**src/rtl/elevator_car_scheduler.sv**
```systemverilog
// rtl/elevator_car_scheduler.sv - single-car SCAN elevator scheduler with stepper sequencing and door dwell
// Optional emergency-stop freeze is compiled in with `define ESTOP_EN.
module elevator_car_scheduler #(
  parameter int NUM_FLOORS      = 9,
  parameter int STEP_CYCLES     = 240000,
  parameter int STEPS_PER_FLOOR = 512,
  parameter int DOOR_CYCLES     = 24000000
) (
  input  logic                  clk,
  input  logic                  rst_n,
  input  logic [NUM_FLOORS-1:0] call_btns,
`ifdef ESTOP_EN
  input  logic                  estop,
`endif
  output logic                  motor_en,
  output logic                  motor_dir,
  output logic                  step_pulse,
  output logic [3:0]            cur_floor,
  output logic [NUM_FLOORS-1:0] pending,
  output logic                  door_open
);

  localparam int STW = (STEP_CYCLES > 1) ? $clog2(STEP_CYCLES) : 1;
  localparam int SCW = (STEPS_PER_FLOOR > 1) ? $clog2(STEPS_PER_FLOOR) : 1;
  localparam int DTW = (DOOR_CYCLES > 1) ? $clog2(DOOR_CYCLES) : 1;

  typedef enum logic [1:0] {IDLE, MOVE, DOOR} state_t;

  state_t                state;
  logic [NUM_FLOORS-1:0] prev_btns;
  logic [STW-1:0]        step_timer;
  logic [SCW-1:0]        step_cnt;
  logic [DTW-1:0]        door_timer;

  logic                  halt;
  logic [NUM_FLOORS-1:0] edges;
  logic [NUM_FLOORS-1:0] cur_bit;
  logic [NUM_FLOORS-1:0] next_bit;
  logic [NUM_FLOORS-1:0] mask_edges;
  logic [NUM_FLOORS-1:0] clr_mask;
  logic [NUM_FLOORS-1:0] pending_d;
  logic [3:0]            next_floor;
  logic                  any_above;
  logic                  any_below;
  logic                  step_wrap;
  logic                  floor_done;
  logic                  stop_here;
  logic                  door_restart;
  logic                  door_done;

`ifdef ESTOP_EN
  assign halt = estop;
`else
  assign halt = 1'b0;
`endif

  assign edges      = call_btns & ~prev_btns;
  assign cur_bit    = NUM_FLOORS'(1) << cur_floor;
  assign next_bit   = NUM_FLOORS'(1) << next_floor;
  assign step_wrap  = (step_timer == STW'(STEP_CYCLES - 1));
  assign floor_done = step_wrap && (step_cnt == SCW'(STEPS_PER_FLOOR - 1));
  assign door_done  = (door_timer == DTW'(DOOR_CYCLES - 1));

  always_comb begin
    next_floor = cur_floor;
    if (motor_dir && (cur_floor != 4'(NUM_FLOORS - 1)))
      next_floor = cur_floor + 4'd1;
    else if (!motor_dir && (cur_floor != 4'd0))
      next_floor = cur_floor - 4'd1;
  end

  always_comb begin
    any_above = 1'b0;
    any_below = 1'b0;
    for (int i = 0; i < NUM_FLOORS; i++) begin
      if (pending[i] && (i > int'(cur_floor))) any_above = 1'b1;
      if (pending[i] && (i < int'(cur_floor))) any_below = 1'b1;
    end
  end

  // An edge for the floor being arrived at counts as served: stop there, do not latch it.
  assign stop_here    = (state == MOVE) && !halt && floor_done && (|((pending | edges) & next_bit));
  assign door_restart = (state == DOOR) && (|(edges & cur_bit));

  always_comb begin
    mask_edges = '0;
    clr_mask   = '0;
    if (state == DOOR) mask_edges = cur_bit;
    if (stop_here) begin
      mask_edges = next_bit;
      clr_mask   = next_bit;
    end
    if ((state == IDLE) && !halt && (|(pending & cur_bit))) clr_mask = cur_bit;
    pending_d = (pending | (edges & ~mask_edges)) & ~clr_mask;
  end

  always_ff @(posedge clk or negedge rst_n) begin
    if (!rst_n) begin
      state      <= IDLE;
      prev_btns  <= '0;
      pending    <= '0;
      step_timer <= '0;
      step_cnt   <= '0;
      door_timer <= '0;
      cur_floor  <= 4'd0;
      motor_en   <= 1'b0;
      motor_dir  <= 1'b1;
      step_pulse <= 1'b0;
      door_open  <= 1'b0;
    end else begin
      prev_btns  <= call_btns;
      pending    <= pending_d;
      step_pulse <= 1'b0;
      case (state)
        IDLE: begin
          if (!halt) begin
            if (|(pending & cur_bit)) begin
              state      <= DOOR;
              door_open  <= 1'b1;
              door_timer <= '0;
            end else if (any_above && (motor_dir || !any_below)) begin
              motor_dir  <= 1'b1;
              motor_en   <= 1'b1;
              step_timer <= '0;
              step_cnt   <= '0;
              state      <= MOVE;
            end else if (any_below) begin
              motor_dir  <= 1'b0;
              motor_en   <= 1'b1;
              step_timer <= '0;
              step_cnt   <= '0;
              state      <= MOVE;
            end
          end
        end
        MOVE: begin
          if (halt) begin
            motor_en <= 1'b0;
          end else begin
            motor_en <= 1'b1;
            if (step_wrap) begin
              step_timer <= '0;
              step_pulse <= 1'b1;
              if (floor_done) begin
                step_cnt  <= '0;
                cur_floor <= next_floor;
                if (stop_here) begin
                  motor_en   <= 1'b0;
                  door_open  <= 1'b1;
                  door_timer <= '0;
                  state      <= DOOR;
                end
              end else begin
                step_cnt <= step_cnt + 1'b1;
              end
            end else begin
              step_timer <= step_timer + 1'b1;
            end
          end
        end
        DOOR: begin
          if (!halt) begin
            if (door_restart) begin
              door_timer <= '0;
            end else if (door_done) begin
              door_timer <= '0;
              door_open  <= 1'b0;
              state      <= IDLE;
            end else begin
              door_timer <= door_timer + 1'b1;
            end
          end
        end
        default: state <= IDLE;
      endcase
    end
  end

endmodule
```
**config.mk**
```make
export PLATFORM = sky130hd
export DESIGN_NAME = elevator_car_scheduler
export DESIGN_NICKNAME = d
export VERILOG_FILES = /design/src/rtl/elevator_car_scheduler.sv
export SDC_FILE = /design/constraint.sdc
export NUM_CORES = 1
export LEC_CHECK = 0
export ABC_AREA = 1
export CAP_MARGIN = 20
export CELL_PAD_IN_SITES_DETAIL_PLACEMENT = 0
export CELL_PAD_IN_SITES_GLOBAL_PLACEMENT = 1
export CORE_ASPECT_RATIO = 0.8
export CORE_MARGIN = 4
export CORE_UTILIZATION = 44
export CTS_CLUSTER_SIZE = 16
export DETAILED_ROUTE_END_ITERATION = 8
export GPL_ROUTABILITY_DRIVEN = 0
export GPL_TIMING_DRIVEN = 1
export PLACE_DENSITY = 0.92
export SYNTH_ARGS = -nofsm -noshare
export SYNTH_HDL_FRONTEND = slang
export SYNTH_SLANG_ARGS = --single-unit
```
**constraint.sdc**
```tcl
create_clock -name clk -period 2.9 [get_ports clk]
set_clock_uncertainty 0.2 [all_clocks]
set_input_delay 0.58 -clock clk [delete_from_list [all_inputs] [get_ports clk]]
set_output_delay 0.58 -clock clk [all_outputs]
set_load 0.02 [all_outputs]
```
==> After elaboration in Yosys (flattened, before gate mapping) <==
Index checks and enable logic that the tools add are counted.
{ "totals": {"out_inout_bits": 17, "ff_bits": 80, "wordCells": 173} }
{ "op_classes": {"shift": 2, "n_mux": 68, "n_eq_ne": 15, "reduce_logical": 43, "n_bitwise": 12, "magnitude_cmp": 17, "n_addsub": 5} }
{ "ops": {"columns": ["operator", "n"], "rows": [
  ["$mux 25", 6],
  ["$mux 9", 9],
  ["$pmux 25 s3", 1],
  ["$mux 18", 4],
  ["$and 9x9->9", 6],
  ["$pmux 18 s2", 1],
  ["$mux 1", 33],
  ["$not 9->9", 3],
  ["$reduce_or 9->1", 3],
  ["$add 25x1->25 const B", 1],
  ["$eq 25x25->1 const B", 1],
  ["$logic_and 1x1->1", 25],
  ["$add 18x1->18 const B", 1],
  ["$eq 18x18->1 const B", 1],
  ["$or 9x9->9", 2],
  ["$pmux 9 s2", 1],
  ["$shl 1x4->9 const A", 2],
  ["$gt 3x4->1 const A", 4],
  ["$lt 3x4->1 const A", 4],
  ["$mux 2", 8],
  ["$ne 2x2->1 const B", 6],
  ["$add 9x1->9 const B", 1],
  ["$eq 9x9->1 const B", 1],
  ["$reduce_and 3->1", 3],
  ["other kinds (29)", 35]
]} }

==> Longest topological paths before layout <==
{ "depth": {"ltp_word": 17, "ltp_mapped": 20, "ltp_nobuf": 19} }

==> Least setup slack after synthesis <==
No wires, ideal clock.
{ "synth_timing": {"kind": "register to register", "from": "register cur_floor[0]", "to": "register door_timer[10]", "synth_period_minus_slack_ps": 2784, "setup_slack_ps": 116, "setup_time_ps": 117, "arrival_time_ps": 2467, "path_buffers": 1, "path_stages_with_launch": 15, "required_ps": 2583, "path_cell_list": "dfrtp_1 -> inv_1 -> ha_1 -> ha_1 -> nand2_1 -> inv_1 -> nand2_1 -> o211ai_1 -> nor3_1 -> a21oi_1 -> a21oi_1 -> clkinv_1 -> clkbuf_1 -> nand3_1 -> nand2_1"} }
{ "synth_between": {"elab_chain_len": 10} }
{ "synth_rtl": {"columns": ["element", "line", "text"], "rows": [
  ["from (decl)", "18", "output logic [3:0] cur_floor,"],
  ["from (signal assigned)", "146", "cur_floor <= next_floor;"],
  ["branches (longest 10 deep; another with $sub 4x1->4)", null, null],
  ["to (signal assigned)", "170", "door_timer <= door_timer + 1'b1;"],
  ["to (decl)", "33", "logic [DTW-1:0] door_timer;"]
]} }
Parallel ways; which one is timed is not known.
A chain may end at the register's enable or synchronous reset.

==> Worst setup path in the final report <==
{ "layout_timing": {"from": "register cur_floor[1]", "to": "register step_timer[15]"} }
{ "layout_between": {"elab_chain_len": 17} }
{ "layout_rtl": {"columns": ["element", "line", "text"], "rows": [
  ["$lt 1x4->1", "77", "if (pending[i] && (i < int'(cur_floor))) any_below = 1'b1;"],
  ["$logic_and 1x1->1", "77", null],
  ["$mux 1 (9 in series)", "77", null],
  ["$logic_not 1->1", "121", "end else if (any_above && (motor_dir || !any_below)) begin"],
  ["$logic_or 1x1->1", "121", null],
  ["$logic_and 1x1->1", "121", null],
  ["$mux 18", "121", null],
  ["$mux 18", "117", "if (|(pending & cur_bit)) begin"],
  ["$pmux 18 s2", "114", "case (state)"],
  ["to (signal assigned)", "157", "step_timer <= step_timer + 1'b1;"],
  ["to (decl)", "31", "logic [STW-1:0] step_timer;"]
]} }
Parallel ways exist; a longest one is shown, timed or not. The select of a mux whose other input is x is not followed.

==> results_dict.tcl <==
set metrics [dict create \
    avgSynthCellArea_sq_um 6.96 \
    leakage_uw 0.00304 \
    rows 35 \
    nets 852 \
    root_buffer "clkbuf_16" \
    r2r_slack_ns 0.15 \
    cts_buffers 9 \
    power.density_nw_per_um2 613 \
    r2r-end "step_timer[15]" \
    core-area_sq_um 11700 \
    yosys_register_bits 80 \
    hold_viol 2 \
    critPathSlowestCell "dfrtp_1" \
    synth_cell_type_count 39 \
    outcome "finished, violations left" \
    ant_nets 0 \
    stdcell_area_sq_um 6510 \
    syn_area_sq_um 5340 \
    syn_inst 767 \
    crit-reg2reg-launch "cur_floor[1]" \
    setup_violations 0 \
    antennaDiodeCount 0 \
    die_area_sq_um 14000 \
    tns_ns 0 \
    irDropWorstVdd_uv 449 \
    cts.path.max_buffers 2 \
    grt_first_pass_wirelength_um 24200 \
    cp_cell_sequence "inv_2, buf_4, ha_2, nand2_2, nand3_1, nand2_1, nor4_2, buf_4, nand3_1, nand2_2, nor2_1, buf_4, buf_4, nor3_1" \
    drive_gt1_frac 0.128 \
    insertion_delay_ns 0.34 \
    clkTransAtPathRegs_ns 0.07 \
    end_kind "flip-flop" \
    track_usage 0.209 \
    cp.required_ns 2.95 \
    fillers 1081 \
    start_util 0.457 \
    crit_fanout 11 \
    synth-edff-count 0 \
    tritoncts "built" \
    ys_warn_count 0 \
    violations "hold timing" \
    cp_data_arrival_time_ns 2.80 \
    crit_type "reg2reg" \
    seq_area_sq_um 2000 \
    antenna_found_initial 0 \
    rsz0062_at_grt "true" \
    drt_iter0_markers 477 \
    syn2layout_area_growth_pct 22.0 \
    overflow 0 \
    synth_seq_area_share 0.375 \
    cts_sinks 80 \
    fmax_ghz 0.363 \
    dr.pass1.iters 6 \
    final.period_utilization 0.949 \
    syn-num-nets 793 \
    die_h_um 107 \
    wire_per_inst_um 15.1 \
    drt-total-wl_um 14800 \
    slew_viol_final 0 \
    crit_family "simple AND/OR/NAND/NOR gates" \
    cts_htree_levels 3 \
    path_common_cell "buf_4" \
    worst-path-buf-inv 5 \
    multi_input_area_sq_um 3040 \
    period_needed_ns 2.75 \
    critPathLaunchType "flip-flop" \
    top_level_ports 28 \
    holdWs_ns -0.000499 \
    min_path_type "in2async" \
    num_vias 5368 \
    io_buffers 27 \
    post_dp_cell_area_sq_um 6000 \
    viasPerCell 5.49 \
    post-dp-hpwl_um 10900 \
    reg2regPathDepth 14 \
    cap_violations 0 \
    grt_max_degree 36 \
    grt_pass1_vias 4876 \
    async_flop_share 1.00 \
    ys.flop_type "dfrtp_1" \
    slowest_delay_ns 0.41 \
    tightest_slew_ns 0.527 \
    slew_headroom 0.646 \
    drc 0 \
    die_x_um 131 \
]
[flip-flops by register name, indices dropped and copies added, names as in the netlist]
signal / count
door_timer: 25
step_timer: 18
pending: 9
prev_btns: 9
step_cnt: 9
cur_floor: 4
state: 2
door_open: 1
motor_dir: 1
motor_en: 1
step_pulse: 1
[how the worst max path moves through the flow]
stage                      start        endpoint  depth (start not counted)
finish              cur_floor[1]  step_timer[15]                         14
global route        cur_floor[0]     step_cnt[5]                         15
CTS                 cur_floor[1]  step_timer[15]                         14
detailed placement  cur_floor[0]  door_timer[22]                         16
global placement    call_btns[8]  door_timer[22]                         13
floorplan           cur_floor[0]  door_timer[10]                         14
[placed cells by master, fill, tap and decap left out, types with 3 or more instances in the layout]
cell type        Yosys  routed
a21oi_1             16      14
a31oi_1              3       3
buf_12               0       4
buf_4                2      35
bufinv_16            0       3
clkbuf_16            0       9
clkdlybuf4s50_1      0      26
dfrtp_1             79      78
ha_1                15      12
inv_1               85      81
inv_2                2       7
nand2_1            202     195
nand2_2              3       8
nand2_4              3       3
nand3_1             82      79
nand3_2              1       4
nand3b_1             3       3
nand4_1             20      20
nor2_1              98      91
nor2_2               0       6
nor2_4               3       4
nor3_1              38      36
nor3_2               2       4
nor3b_1              3       3
nor4_1               6       4
o211ai_1             6       6
o21ai_0             31      30
o22ai_1              5       5
o31ai_1              4       4
or2_2                3       3
xnor2_1              5       5
xor2_1              19      19
[metal layers]
metal | vias up | track usage | routed length [um]
met3 | 18 | 0.0639 | 1300
li1 | 2630 | - | -
met5 | - | 0 | 0
met1 | 2480 | 0.315 | 7190
met2 | 240 | 0.289 | 6090
met4 | 0 | 0.0547 | 171
[through the flow]
step                hold slack, ns  instances   util  total power (uW)  setup slack [ns]
floorplan                   0.0844        767      -              2160             0.116
global placement             0.273        962  0.514              2620           0.00113
detailed placement           0.293        962  0.514              2660           -0.0122
CTS                        0.00933        977  0.543              3990            0.0492
global route                0.0269        978  0.557              4250           -0.0411
finish                   -0.000499        978  0.557              3990             0.148
[final cells by class]
cell class	count	share of cell area
multi-input combinational	579	0.466
inverter	91	0.0532
clock inverter	5	0.0163
sequential	80	0.308
timing repair buffer	65	0.0926
tap	148	0.0284
clock buffer	10	0.0352
[synth_stat cells (2+ instances only)]
cell type / instances / area (sq um)
nand4_1: 20 / 125
inv_2: 2 / 7.51
nand2_4: 3 / 33.8
o31ai_1: 4 / 30.0
buf_6: 3 / 33.8
nand3b_1: 3 / 22.5
nor3b_1: 3 / 22.5
nand2_1: 202 / 758
inv_1: 85 / 319
buf_2: 6 / 30.0
o21a_1: 2 / 15.0
dfrtp_1: 79 / 1980
nor4_1: 6 / 37.5
a21oi_1: 16 / 80.1
nand2_2: 3 / 18.8
nand3_1: 82 / 410
ha_1: 15 / 188
or2_2: 3 / 18.8
clkbuf_1: 6 / 22.5
o21ai_0: 31 / 155
o22ai_1: 5 / 31.3
xnor2_1: 5 / 43.8
xor2_1: 19 / 166
o211ai_1: 6 / 45.0
nor3_1: 38 / 190
nor2_1: 98 / 368
nor3_2: 2 / 20.0
a31oi_1: 3 / 18.8
clkinv_1: 4 / 15.0
nor2_4: 3 / 33.8
buf_4: 2 / 15.0
[what timing repair did]
item / in CTS / in global routing
pin swaps: 0 / 6
gates resized for setup: 3 / 40
endpoints found under the setup margin: 25 / 58
buffers inserted: 0 / 1
hold buffers: 0 / 0
[power by group]
group	leakage [uW]	switching (uW)	total, uW	internal (uW)
Combinational	0.00185	975	1450	475
Clock	0.000159	458	1300	838
Sequential	0.00103	61.2	1240	1180
[logic make-up after synthesis]
group	count (synthesis)	share of synthesized area
adders and majority gates	15	0.0352
AOI/OAI and AO/OA	72	0.0783
and+or+nand+nor	468	0.389
DFF	80	0.375
buffers and inverters	108	0.0830
xor gates and xnor gates	24	0.0394
(Power assumes the default switching activity.)
